===== src/rtl/vga_sync_decoder_if.sv =====
// Sync-side bundle between a VGA timing source and the sync decoder.
// The master drives the source syncs; the slave returns recovered timing.
interface vga_sync_decoder_if;
  logic       hsync;
  logic       vsync;
  logic       blank_b;
  logic [9:0] x;
  logic [9:0] y;
  logic       active;
  logic       locked;
  logic       frame_start;
  logic       sync_err;
  logic       blank_err;

  modport master (
    output hsync, vsync, blank_b,
    input  x, y, active, locked, frame_start, sync_err, blank_err
  );

  modport slave (
    input  hsync, vsync, blank_b,
    output x, y, active, locked, frame_start, sync_err, blank_err
  );
endinterface


===== src/rtl/vga_sync_decoder.sv =====
// VGA receive-side sync decoder: recovers x/y from hsync/vsync, locks to
// the configured raster and flags sync or blank timing errors.
module vga_sync_decoder #(
  parameter int unsigned HACTIVE    = 640,
  parameter int unsigned HFP        = 16,
  parameter int unsigned HSYN       = 96,
  parameter int unsigned HBP        = 48,
  parameter int unsigned VACTIVE    = 480,
  parameter int unsigned VFP        = 11,
  parameter int unsigned VSYN       = 2,
  parameter int unsigned VBP        = 32,
  parameter int unsigned LOCK_LINES = 4
) (
  input  logic              clk,
  input  logic              reset,
  vga_sync_decoder_if.slave vga
);

  localparam int unsigned HTOTAL = HACTIVE + HFP + HSYN + HBP;
  localparam int unsigned VTOTAL = VACTIVE + VFP + VSYN + VBP;

  localparam logic [9:0] X_SYNC = 10'(HACTIVE + HFP);
  localparam logic [9:0] X_PRE  = 10'(HACTIVE + HFP - 1);
  localparam logic [9:0] X_LAST = 10'(HTOTAL - 1);
  localparam logic [9:0] X_VIS  = 10'(HACTIVE);
  localparam logic [9:0] Y_SYNC = 10'(VACTIVE + VFP);
  localparam logic [9:0] Y_LAST = 10'(VTOTAL - 1);
  localparam logic [9:0] Y_VIS  = 10'(VACTIVE);

  localparam int              CW         = $clog2(LOCK_LINES + 1);
  localparam logic [CW-1:0]   LAST_COUNT = CW'(LOCK_LINES - 1);

  typedef enum logic [2:0] {SEARCH, HTRACK, VALIGN, VCHECK, LOCKED} state_t;

  state_t        state, state_nxt;
  logic [CW-1:0] count, count_nxt;
  logic          hs_q, vs_q, blank_q;
  logic [9:0]    x, y, x_nxt, y_nat, y_nxt;
  logic          locked, sync_err, blank_err, sync_err_nxt;
  logic          hs_fall, vs_fall, x_wrap, visible;
  logic          h_good, h_bad, h_miss, h_err;
  logic          v_good, v_bad, v_miss;

  assign hs_fall = hs_q & ~vga.hsync;
  assign vs_fall = vs_q & ~vga.vsync;

  // A wrap only counts as a new line when hsync did not re-anchor x this cycle.
  assign x_wrap = ~hs_fall & (x == X_LAST);
  assign x_nxt  = hs_fall ? X_SYNC : ((x == X_LAST) ? 10'd0 : x + 10'd1);
  assign y_nat  = x_wrap ? ((y == Y_LAST) ? 10'd0 : y + 10'd1) : y;
  assign y_nxt  = vs_fall ? Y_SYNC : y_nat;

  assign h_good = hs_fall & (x == X_PRE);
  assign h_bad  = hs_fall & ~h_good;
  assign h_miss = (x == X_PRE) & ~hs_fall;
  assign h_err  = h_bad | h_miss;
  assign v_good = vs_fall & (y_nat == Y_SYNC);
  assign v_bad  = vs_fall & ~v_good;
  assign v_miss = x_wrap & (y_nat == Y_SYNC) & ~vs_fall;

  assign visible = (x < X_VIS) & (y < Y_VIS);

  always_comb begin
    // NOTE: every output gets a default before the case so no latch is inferred.
    state_nxt    = state;
    count_nxt    = count;
    sync_err_nxt = 1'b0;
    unique case (state)
      SEARCH: if (hs_fall) begin
        state_nxt = HTRACK;
        count_nxt = '0;
      end
      HTRACK: begin
        if (h_err) begin
          count_nxt = '0;
        end else if (h_good) begin
          if (count == LAST_COUNT) begin
            state_nxt = VALIGN;
            count_nxt = '0;
          end else begin
            count_nxt = count + CW'(1);
          end
        end
      end
      VALIGN: begin
        if (h_err) begin
          state_nxt = HTRACK;
          count_nxt = '0;
        end else if (vs_fall) begin
          state_nxt = VCHECK;
        end
      end
      VCHECK: begin
        if (h_err | v_bad)  state_nxt = SEARCH;
        else if (v_good)    state_nxt = LOCKED;
      end
      LOCKED: if (h_err | v_bad | v_miss) begin
        state_nxt    = SEARCH;
        sync_err_nxt = 1'b1;
      end
      default: state_nxt = SEARCH;
    endcase
  end

  // NOTE: all state uses non-blocking assignments so every register samples pre-edge values.
  always_ff @(posedge clk) begin
    if (!reset) begin
      state     <= SEARCH;
      count     <= '0;
      hs_q      <= 1'b1;
      vs_q      <= 1'b1;
      blank_q   <= 1'b0;
      x         <= '0;
      y         <= '0;
      locked    <= 1'b0;
      sync_err  <= 1'b0;
      blank_err <= 1'b0;
    end else begin
      state     <= state_nxt;
      count     <= count_nxt;
      hs_q      <= vga.hsync;
      vs_q      <= vga.vsync;
      blank_q   <= vga.blank_b;
      x         <= x_nxt;
      y         <= y_nxt;
      locked    <= (state_nxt == LOCKED);
      sync_err  <= sync_err_nxt;
      blank_err <= locked & (blank_q != visible);
    end
  end

  assign vga.x           = x;
  assign vga.y           = y;
  assign vga.locked      = locked;
  assign vga.sync_err    = sync_err;
  assign vga.blank_err   = blank_err;
  assign vga.active      = locked & visible;
  assign vga.frame_start = locked & (x == 10'd0) & (y == 10'd0);

endmodule


===== src/flat_wrapper.sv =====
// flat-port wrapper written by rule: the top's interface ports become plain ports
module vga_sync_decoder_flat 
#(
  parameter int unsigned HACTIVE    = 640,
  parameter int unsigned HFP        = 16,
  parameter int unsigned HSYN       = 96,
  parameter int unsigned HBP        = 48,
  parameter int unsigned VACTIVE    = 480,
  parameter int unsigned VFP        = 11,
  parameter int unsigned VSYN       = 2,
  parameter int unsigned VBP        = 32,
  parameter int unsigned LOCK_LINES = 4
)
  (clk, reset, vga_hsync, vga_vsync, vga_blank_b, vga_x, vga_y, vga_active, vga_locked, vga_frame_start, vga_sync_err, vga_blank_err);
  vga_sync_decoder_if vga_i ();
  input  logic clk;
  input  logic reset;
  input wire logic [$bits(vga_i.hsync)-1:0] vga_hsync;
  input wire logic [$bits(vga_i.vsync)-1:0] vga_vsync;
  input wire logic [$bits(vga_i.blank_b)-1:0] vga_blank_b;
  output wire logic [$bits(vga_i.x)-1:0] vga_x;
  output wire logic [$bits(vga_i.y)-1:0] vga_y;
  output wire logic [$bits(vga_i.active)-1:0] vga_active;
  output wire logic [$bits(vga_i.locked)-1:0] vga_locked;
  output wire logic [$bits(vga_i.frame_start)-1:0] vga_frame_start;
  output wire logic [$bits(vga_i.sync_err)-1:0] vga_sync_err;
  output wire logic [$bits(vga_i.blank_err)-1:0] vga_blank_err;
  assign vga_i.hsync = vga_hsync;
  assign vga_i.vsync = vga_vsync;
  assign vga_i.blank_b = vga_blank_b;
  assign vga_x = vga_i.x;
  assign vga_y = vga_i.y;
  assign vga_active = vga_i.active;
  assign vga_locked = vga_i.locked;
  assign vga_frame_start = vga_i.frame_start;
  assign vga_sync_err = vga_i.sync_err;
  assign vga_blank_err = vga_i.blank_err;
  vga_sync_decoder #(.HACTIVE(HACTIVE), .HFP(HFP), .HSYN(HSYN), .HBP(HBP), .VACTIVE(VACTIVE), .VFP(VFP), .VSYN(VSYN), .VBP(VBP), .LOCK_LINES(LOCK_LINES)) u_core (.clk(clk), .reset(reset), .vga(vga_i));
endmodule

===== config.mk =====
export PLATFORM = sky130hd
export DESIGN_NAME = vga_sync_decoder_flat
export DESIGN_NICKNAME = d
export VERILOG_FILES = /design/src/rtl/vga_sync_decoder_if.sv /design/src/rtl/vga_sync_decoder.sv /design/src/flat_wrapper.sv
export SDC_FILE = /design/constraint.sdc
export NUM_CORES = 1
export LEC_CHECK = 0
export BUFFER_PORTS_ARGS = -buffer_cell sky130_fd_sc_hd__buf_2
export CAP_MARGIN = 10
export CORE_MARGIN = 2
export CORE_UTILIZATION = 56
export DETAILED_ROUTE_END_ITERATION = 8
export GPL_TIMING_DRIVEN = 1
export PLACE_DENSITY = 0.79
export SLEW_MARGIN = 20
export SYNTH_ARGS = -nofsm -noshare
export SYNTH_HDL_FRONTEND = slang
export SYNTH_SLANG_ARGS = --single-unit

===== constraint.sdc =====
create_clock -name clk -period 3.3 [get_ports clk]
set_clock_uncertainty 0.15 [all_clocks]
set_input_delay 0.495 -clock clk [delete_from_list [all_inputs] [get_ports clk]]
set_output_delay 0.495 -clock clk [all_outputs]
set_load 0.03 [all_outputs]

Yosys cells after proc, flatten, opt, wreduce, memory -nomap -nowiden
Cells that the tools add are included.
{"block": "totals", "word_cells": 86, "romBits": 0, "mem_bits_rw": 0, "n_memories": 0, "output_inout_bits": 25, "input_bits": 5, "latch_bits": 0, "ff_bits": 32}
{"block": "classes", "n_shift": 0, "bitwise": 25, "addsub": 3, "n_eq_ne": 14, "n_div": 0, "n_lt_le_gt_ge": 2, "multipliers": 0, "reduce_logical": 8, "mux": 22}
{"op": "$mux W3", "count": 14}
{"op": "$mux W10", "count": 4}
{"op": "$eq A10 B10 Y1 const B", "count": 3}
{"op": "$add A10 B1 Y10 const B", "count": 2}
{"op": "$logic_not A10 Y1", "count": 2}
{"op": "$and A1 B1 Y1", "count": 15}
{"op": "$pmux W3 S5", "count": 1}
{"op": "$eq A10 B9 Y1 const B", "count": 1}
{"op": "$lt A10 B10 Y1 const B", "count": 1}
{"op": "$lt A10 B9 Y1 const B", "count": 1}
{"op": "$eq A3 B2 Y1 const B", "count": 3}
{"op": "$mux W9", "count": 1}
{"op": "$pmux W3 S3", "count": 1}
{"op": "$not A1 Y1", "count": 7}
{"op": "$eq A3 B3 Y1 const B", "count": 2}
{"op": "$ne A2 B1 Y1 const B", "count": 2}
{"op": "$reduce_and A4 Y1", "count": 1}
{"op": "$add A3 B1 Y3 const B", "count": 1}
{"op": "$eq A3 B1 Y1 const B", "count": 1}
{"op": "$logic_not A3 Y1", "count": 1}
{"op": "$ne A3 B1 Y1 const B", "count": 1}
{"op": "$or A1 B1 Y1", "count": 3}
{"op": "$reduce_bool A3 Y1", "count": 1}
{"op": "$reduce_or A3 Y1", "count": 1}
{"op": "other kinds (4)", "count": 4}

Depth between registers and ports, before layout
Gate-level depths: netlist (run 1).
{"block": "logic_depth", "word_depth": 14, "mapped_depth": 11, "ltp_nobuf": 11}

Worst setup path before layout (run 1)
OpenSTA, ideal clock, no wires.
{"block": "synth_path", "kind": "register -> register", "startpoint": "register u_core.x[0] (netlist: u_core.vga.x[0])", "endpoint": "register u_core.sync_err (netlist: u_core.vga.sync_err)", "stages_incl_launch_ff": 9, "arrival_time_ns": 2.626, "t_required_ns": 3.091, "setup_time_ns": 0.059, "path_slack_ns": 0.465, "cell_sequence": "dfxtp_1 > ha_1 > nand3_1 > or4_4 > nor4b_4 > o32ai_2 > nor4_2 > mux2i_1 > and2_1"}
{"block": "synth_via", "elab_chain_len": 10, "elab_cells_between_ends": 18, "cone_classes": "eq/ne: 3; mux: 2; bitwise: 13"}
{"item": "from (decl)", "line_no": "vga_sync_decoder.sv:38", "text": "logic [9:0] x, y, x_nxt, y_nat, y_nxt;"}
{"item": "from (signal assigned)", "line_no": "vga_sync_decoder.sv:124", "text": "x <= x_nxt;"}
{"item": "$eq A10 B10 Y1", "line_no": "vga_sync_decoder.sv:48", "text": "assign x_wrap = ~hs_fall & (x == X_LAST);"}
{"item": "$and A1 B1 Y1", "line_no": "vga_sync_decoder.sv:48"}
{"item": "$mux W10", "line_no": "vga_sync_decoder.sv:50", "text": "assign y_nat = x_wrap ? ((y == Y_LAST) ? 10'd0 : y + 10'd1) : y;"}
{"item": "$eq A10 B9 Y1", "line_no": "vga_sync_decoder.sv:57, vga_sync_decoder.sv:59"}
{"item": "$and A1 B1 Y1", "line_no": "vga_sync_decoder.sv:57", "text": "assign v_good = vs_fall & (y_nat == Y_SYNC);"}
{"item": "$not A1 Y1", "line_no": "vga_sync_decoder.sv:58", "text": "assign v_bad = vs_fall & ~v_good;"}
{"item": "$and A1 B1 Y1", "line_no": "vga_sync_decoder.sv:58"}
{"item": "$or A1 B1 Y1", "line_no": "vga_sync_decoder.sv:97", "text": "LOCKED: if (h_err | v_bad | v_miss) begin"}
{"item": "$or A1 B1 Y1 *", "line_no": "vga_sync_decoder.sv:97"}
{"item": "$mux W1 *", "line_no": "vga_sync_decoder.sv:97"}
{"item": "to (signal assigned)", "line_no": "vga_sync_decoder.sv:127", "text": "sync_err <= sync_err_nxt;"}
{"item": "to (decl)", "line_no": "vga_sync_decoder.sv:39", "text": "logic locked, sync_err, blank_err, sync_err_nxt;"}
Every way passes the cells marked *; elsewhere a longest branch is shown, timed or not.
A chain may end at the register's enable or synchronous reset.

Worst setup path after layout (run 1)
Same ends and word-level chain as after synthesis.

==> results.sh, run 1 <==
export IMPL_viasPerCell=5.80
export IMPL_drt_initial_drc_count=196
export IMPL_detailed_place_hpwl_um=3090
export IMPL_reg2reg_from="u_core.vga.x[0]"
export IMPL_insertion_delay_ns=0.34
export IMPL_switching_power_mw=0.225
export IMPL_ys_warnings_count=0
export IMPL_postCtsResizedCells=0
export IMPL_r2r_worst_path_cells=8
export IMPL_setup_viol=0
export IMPL_synth_area_top_cells="dfxtp_1 34%, nor2_1 4.9%, a21oi_1 4.5%"
export IMPL_hold_buffers=0
export IMPL_grt_start_max_net_pins=16
export IMPL_finalCriticalPeriod_ns=2.85
export IMPL_post_route_setup_tns_ns=0
export IMPL_post_synthesis_cell_area_mm2=0.00190
export IMPL_outcome="completed"
export IMPL_initial_core_util=0.578
export IMPL_postSynthCellCount=227
export IMPL_post_route_period_util=0.864
export IMPL_port_buffers=29
export IMPL_die_width_um=62.2
export IMPL_critPathKind="reg -> reg"
export IMPL_clock_tree_buffer_depth=2
export IMPL_drt_wl_total_um=4250
export IMPL_floorplan_die_height_um=62.2
export IMPL_cts_post_setup_buffers_inserted=0
export IMPL_remaining_drc_errors=0
export IMPL_grt_overflow_total=0
export IMPL_grt_resource_usage_total=0.242
export IMPL_worstMarginPinSlew_ns=0.584
export IMPL_nets=267
export IMPL_dp_cells=295
export IMPL_insertedDiodeCount=0
export IMPL_num_vias=1757
export IMPL_finalNonFillerCells=303
export IMPL_setup_reg_to_reg_worst_slack_ns=0.45
export IMPL_sequentialPowerShare=0.547
export IMPL_clock_sinks=32
export IMPL_hold_path_class="in -> reg"
export IMPL_critPathCapture="u_core.vga.sync_err"
export IMPL_first_pass_grt_wire_length_um=7560
export IMPL_cts_tree="yes"
export IMPL_layout_area_overhead_vs_synth_pct=10.7
export IMPL_drtPass1Iterations=4
export IMPL_max_clock_freq_mhz=351
export IMPL_timing_critical_path_arrival_ns=2.99
export IMPL_setup_repair_after_global_routing_missed_its_margin="false"
export IMPL_die_area_mm2=0.00387
export IMPL_cts_inserted_buffers=5
export IMPL_max_vdd_ir_drop_v=0.000239
export IMPL_ys_async_sr_fraction=0
export IMPL_synth_main_ff_cell="dfxtp_1"
export IMPL_crit_path_max_fanout=7
export IMPL_gpl_final_weighted_congestion=0.941
export IMPL_synthDominantCellAreaShare=0.338
export IMPL_worst_setup_sp="u_core.vga.x[0]"
export IMPL_seq_area_frac_synth=0.338
export IMPL_cellLeakagePower_nw=0.805
export IMPL_antenna_violations_before_repair=0
export IMPL_hold_viol_final=0
export IMPL_placementRows=21
export IMPL_maxSlewViolCount=0
export IMPL_postRouteAntennaNets=0
export IMPL_max_cap_violations=0
export IMPL_p_comb_frac=0.153
export IMPL_netlist_top_cell_by_area="dfxtp_1"
export IMPL_cts_max_level=2
export IMPL_synth_seq_cells=32
export IMPL_intPower_mw=0.549
export IMPL_switching_share=0.291
export IMPL_avgRoutedWirePerCell_um=14.0
export IMPL_critical_path_reg2reg_endpoint="u_core.vga.sync_err"
export IMPL_crit_end_category="flop"
export IMPL_num_io_pins=30
export IMPL_clk_transition_reported_paths_ns=0.09
export IMPL_vias_in_the_first_global_route=1624
export IMPL_yosys_cell_types_count=53
export IMPL_power_share_clock=0.300
export IMPL_root_buffer="clkbuf_4"
export IMPL_timing_critical_path_required_ns=3.44
export IMPL_relSlewSlack=0.607
export IMPL_power_density_mw_per_mm2=369
export IMPL_startpoint_type="flop"
export IMPL_drive_above_1_share=0.202
export IMPL_syn_nets=238
export IMPL_synth_enable_flop_cells=0
export IMPL_postSynthAreaPerCell_um2=8.36
export IMPL_core_area_mm2=0.00328
==> power by group through the flow <==
stage / sequential [mW] / combinational (mW) / clock, mW
CTS: 0.424 / 0.119 / 0.239
floorplan: 0.448 / 0.0752 / 0
finish: 0.424 / 0.118 / 0.232
global placement: 0.432 / 0.118 / 0
global route: 0.427 / 0.131 / 0.258
detailed placement: 0.433 / 0.118 / 0
==> per-layer routing <==
layer  GRT usage  up-vias  share of wire
met1       0.332      803           0.47
met5           0        -              0
met4      0.0917        0          0.014
met2       0.361       66           0.45
li1            -      881              -
met3      0.0670        7          0.072
==> sequential cells by signal, indices dropped and copies added (netlist names) <==
name	cells
u_core.vga.blank_err	1
u_core.count	3
u_core.vga.sync_err	1
u_core.state	3
u_core.blank_q	1
u_core.vga.x	10
u_core.vs_q	1
u_core.vga.y	10
u_core.vga.locked	1
u_core.hs_q	1
==> placed cells by master (no fill, tap or decap), drive strengths merged, types with 2 or more instances in the layout <==
master | netlist | final
a211oi | 5 | 5
a21oi | 17 | 17
a31oi | 3 | 3
a41oi | 2 | 2
and2 | 4 | 4
and3 | 4 | 4
buf | 3 | 31
clkbuf | 6 | 8
dfxtp | 32 | 32
ha | 6 | 6
inv | 10 | 10
mux2i | 4 | 4
nand2 | 14 | 14
nand2b | 5 | 5
nand3 | 14 | 14
nand3b | 2 | 2
nand4 | 3 | 3
nand4b | 2 | 2
nor2 | 25 | 25
nor2b | 3 | 3
nor3 | 8 | 8
nor4 | 5 | 5
nor4b | 3 | 3
o21a | 2 | 2
o21ai | 8 | 8
o32ai | 2 | 2
or2b | 2 | 2
or3 | 7 | 7
or4 | 5 | 5
xnor2 | 8 | 8
xor2 | 5 | 5
==> synth_stat cells (5+ instances only) <==
| cell | instances |
|---|---|
| o21ai_0 | 8 |
| xor2_1 | 5 |
| xnor2_1 | 8 |
| nand2_1 | 14 |
| a21oi_1 | 17 |
| nand2b_1 | 5 |
| nand3_1 | 14 |
| nor3_1 | 7 |
| ha_1 | 6 |
| inv_1 | 10 |
| dfxtp_1 | 32 |
| nor2_1 | 25 |
==> how the worst min path moves through the flow <==
| stage | start | cells after the start | end | slack, ns |
|---|---|---|---|---|
| floorplan | u_core.count[2] | 1 | u_core.count[2] | 0.30 |
| global placement | u_core.vga.x[0] | 1 | u_core.vga.x[0] | 0.30 |
| detailed placement | u_core.vga.x[0] | 1 | u_core.vga.x[0] | 0.31 |
| CTS | vga_hsync | 2 | u_core.hs_q | 0.20 |
| global route | vga_blank_b | 2 | u_core.blank_q | 0.21 |
| finish | vga_hsync | 2 | u_core.hs_q | 0.20 |
==> critical path: stages, from the launching register on <==
cell and delay [ns]:
dfxtp_1 0.39, ha_1 0.23, nand3_1 0.18, or4_1 0.71, a211oi_1 0.22, o22ai_1 0.13, nor4_2 0.31, mux2i_1 0.31
and2_1 0.16
==> metrics by stage <==
step                hold slack [ns]  worst slack [ns]  total power [mW]  instance area, µm²   util
finish                        0.200             0.447             0.775                2100  0.640
global route                  0.206             0.131             0.816                2100  0.640
CTS                           0.196             0.451             0.782                2100  0.640
detailed placement            0.307             0.335             0.551                2040  0.622
global placement              0.303             0.455             0.550                2040  0.622
floorplan                     0.303             0.465             0.523                1900      -
==> cell families (layout without fill, tap and decap cells) <==
family / after synthesis / after routing / share of synthesized area
simple gates: 108 / 108 / 0.328
buf+inv: 20 / 50 / 0.0606
flops: 32 / 32 / 0.338
compound gates: 44 / 44 / 0.153
xor+xnor: 13 / 13 / 0.0600
fa+ha+maj: 6 / 6 / 0.0396
mux: 4 / 4 / 0.0211
==> cell type report <==
type / instances / area [µm²]
clock buffers: 8 / 58.8
fillers: 287 / 1180
multi-input cells: 175 / 1140
inverters: 11 / 41.3
flip-flops and latches: 32 / 641
well taps: 46 / 57.6
repair buffers: 31 / 160
Note: power is estimated with default switching activity, not from simulation.
==> inputs of run 2 (changes only) <==
==> constraint.sdc (replaced) <==
create_clock -name clk -period 3.3 [get_ports clk]
set_clock_uncertainty 0.15 [all_clocks]
set_input_delay 0.99 -clock clk [delete_from_list [all_inputs] [get_ports clk]]
set_output_delay 0.99 -clock clk [all_outputs]
set_load 0.03 [all_outputs]
==> results.sh, run 2 (synthesis gave the netlist of run 1 again) <==
export IMPL_initial_core_util=0.578
export IMPL_max_clock_freq_mhz=335
export IMPL_crit_path_max_fanout=15
export IMPL_post_route_period_util=0.903
export IMPL_cts_inserted_buffers=5
export IMPL_power_share_clock=0.302
export IMPL_finalNonFillerCells=305
export IMPL_core_area_mm2=0.00328
export IMPL_fin_area_mm2=0.00212
export IMPL_viasPerCell=5.80
export IMPL_clock_sinks=32
export IMPL_hold_path_class="reg -> reg"
export IMPL_crit_end_category="output port"
export IMPL_num_fill_cells=297
export IMPL_die_width_um=62.2
export IMPL_crit_chain="nor4b_2 -> nand4_1 -> nor4_1 -> buf_2"
export IMPL_postCtsResizedCells=0
export IMPL_p_comb_frac=0.150
export IMPL_grt_overflow_total=0
export IMPL_maxSlewViolCount=0
export IMPL_cts_post_setup_buffers_inserted=0
export IMPL_die_area_mm2=0.00387
export IMPL_grt_resource_usage_total=0.244
export IMPL_num_vias=1769
export IMPL_antenna_violations_before_repair=0
export IMPL_setup_viol=0
export IMPL_first_pass_grt_wire_length_um=7550
export IMPL_worstMarginPinSlew_ns=0.476
export IMPL_root_buffer="clkbuf_4"
export IMPL_relSlewSlack=0.681
export IMPL_startpoint_type="flop"
export IMPL_outcome="completed"
export IMPL_reg_largest_list="u_core.vga.x: 10 flops, u_core.vga.y: 10 flops"
export IMPL_min_delay_path_depth=1
export IMPL_critPathKind="reg -> out"
export IMPL_cts_tree="yes"
export IMPL_floorplan_die_height_um=62.2
export IMPL_dp_cells=297
export IMPL_cts_max_level=2
export IMPL_insertedDiodeCount=0
export IMPL_setup_repair_after_global_routing_missed_its_margin="false"
export IMPL_drt_wl_total_um=4320
export IMPL_max_cap_violations=0
export IMPL_setup_reg_to_reg_worst_slack_ns=0.48
export IMPL_gpl_final_weighted_congestion=0.925
export IMPL_placement_cell_area_mm2=0.00206
export IMPL_cellLeakagePower_nw=0.818
export IMPL_avgRoutedWirePerCell_um=14.2
export IMPL_hold_viol_final=0
export IMPL_reg2reg_from="u_core.vga.x[0]"
export IMPL_hold_path_startpoint="u_core.vga.x[0]"
export IMPL_intPower_mw=0.551
export IMPL_num_io_pins=30
export IMPL_power_density_mw_per_mm2=368
export IMPL_remaining_drc_errors=0
export IMPL_drt_initial_drc_count=144
export IMPL_sequentialPowerShare=0.548
export IMPL_critical_path_max_stage_delay_ns=0.46
export IMPL_port_buffers=29
export IMPL_timing_critical_path_arrival_ns=1.84
export IMPL_clk_transition_reported_paths_ns=0.08
export IMPL_cp_slowest_cell="dfxtp_1"
export IMPL_r2r_worst_path_cells=8
export IMPL_nets=269
export IMPL_clock_tree_buffer_depth=2
export IMPL_post_route_setup_tns_ns=0
export IMPL_hold_buffers=0
export IMPL_most_common_library_cell_in_the_layout_ignoring_fill_and_taps="dfxtp_1"
export IMPL_finalCriticalPeriod_ns=2.98
export IMPL_vias_in_the_first_global_route=1620
export IMPL_timing_hold_worst_endpoint="u_core.vga.x[0]"
export IMPL_max_vdd_ir_drop_v=0.000267
export IMPL_postRouteAntennaNets=0
export IMPL_timing_critical_path_required_ns=2.16
export IMPL_mostFrequentLayoutCells="32 x dfxtp_1, 29 x buf_2, 25 x nor2_1"
export IMPL_insertion_delay_ns=0.34
export IMPL_drive_above_1_share=0.212
export IMPL_switching_share=0.294
export IMPL_layout_area_overhead_vs_synth_pct=11.8
export IMPL_detailed_place_hpwl_um=3160
export IMPL_switching_power_mw=0.230
export IMPL_placementRows=21
export IMPL_grt_start_max_net_pins=16
export IMPL_drtPass1Iterations=4
export IMPL_critical_path_reg2reg_endpoint="u_core.vga.sync_err"
run 2: worst max path at each step:
stage	from	endpoint	slack (ns)	depth (start not counted)
2_1_floorplan	u_core.vga.y[5]	vga_frame_start	0.10	3
3_3_place_gp	vga_hsync	u_core.vga.sync_err	0.10	9
3_5_place_dp	vga_hsync	u_core.vga.sync_err	0.04	9
4_1_cts	u_core.vga.y[3]	vga_frame_start	0.19	4
5_1_grt	u_core.vga.y[2]	vga_frame_start	0.1	4
6_report	u_core.vga.y[2]	vga_frame_start	0.32	4
run 2: worst max-delay path: cells and delay by family, from the launching register on:
kind / cells / cell delay [ns]
simple gates: 3 / 0.82
flops: 1 / 0.46
buf+inv: 1 / 0.24
run 2: cell type report:
type | count | area [µm²] | area share
clock buffer | 8 | 58.8 | 0.0277
sequential | 32 | 641 | 0.302
tap | 46 | 57.6 | 0.0271
multi-input combinational | 175 | 1150 | 0.541
timing repair buffer | 33 | 175 | 0.0825
inverter | 11 | 41.3 | 0.0195
run 2: power by group through the flow:
| stage | Sequential (mW) | Clock, mW | Combinational, mW |
|---|---|---|---|
| floorplan | 0.448 | 0 | 0.0752 |
| CTS | 0.427 | 0.242 | 0.117 |
| global route | 0.432 | 0.264 | 0.130 |
| global placement | 0.435 | 0 | 0.115 |
| detailed placement | 0.436 | 0 | 0.116 |
| finish | 0.427 | 0.236 | 0.117 |
run 2: metal layers:
metal	vias up	share of wire	global-route usage
met1	836	0.47	0.339
met5	-	0	0
met2	49	0.46	0.353
met3	7	0.053	0.0580
li1	877	-	-
met4	0	0.019	0.119
run 2: through the flow:
stage | setup slack, ns | utilization | power [mW] | hold slack [ns]
2_1_floorplan | 0.103 | - | 0.523 | 0.303
3_3_place_gp | 0.101 | 0.626 | 0.550 | 0.302
3_5_place_dp | 0.0393 | 0.626 | 0.552 | 0.312
4_1_cts | 0.190 | 0.644 | 0.786 | 0.331
5_1_grt | 0.0956 | 0.646 | 0.825 | 0.372
6_report | 0.319 | 0.646 | 0.780 | 0.327
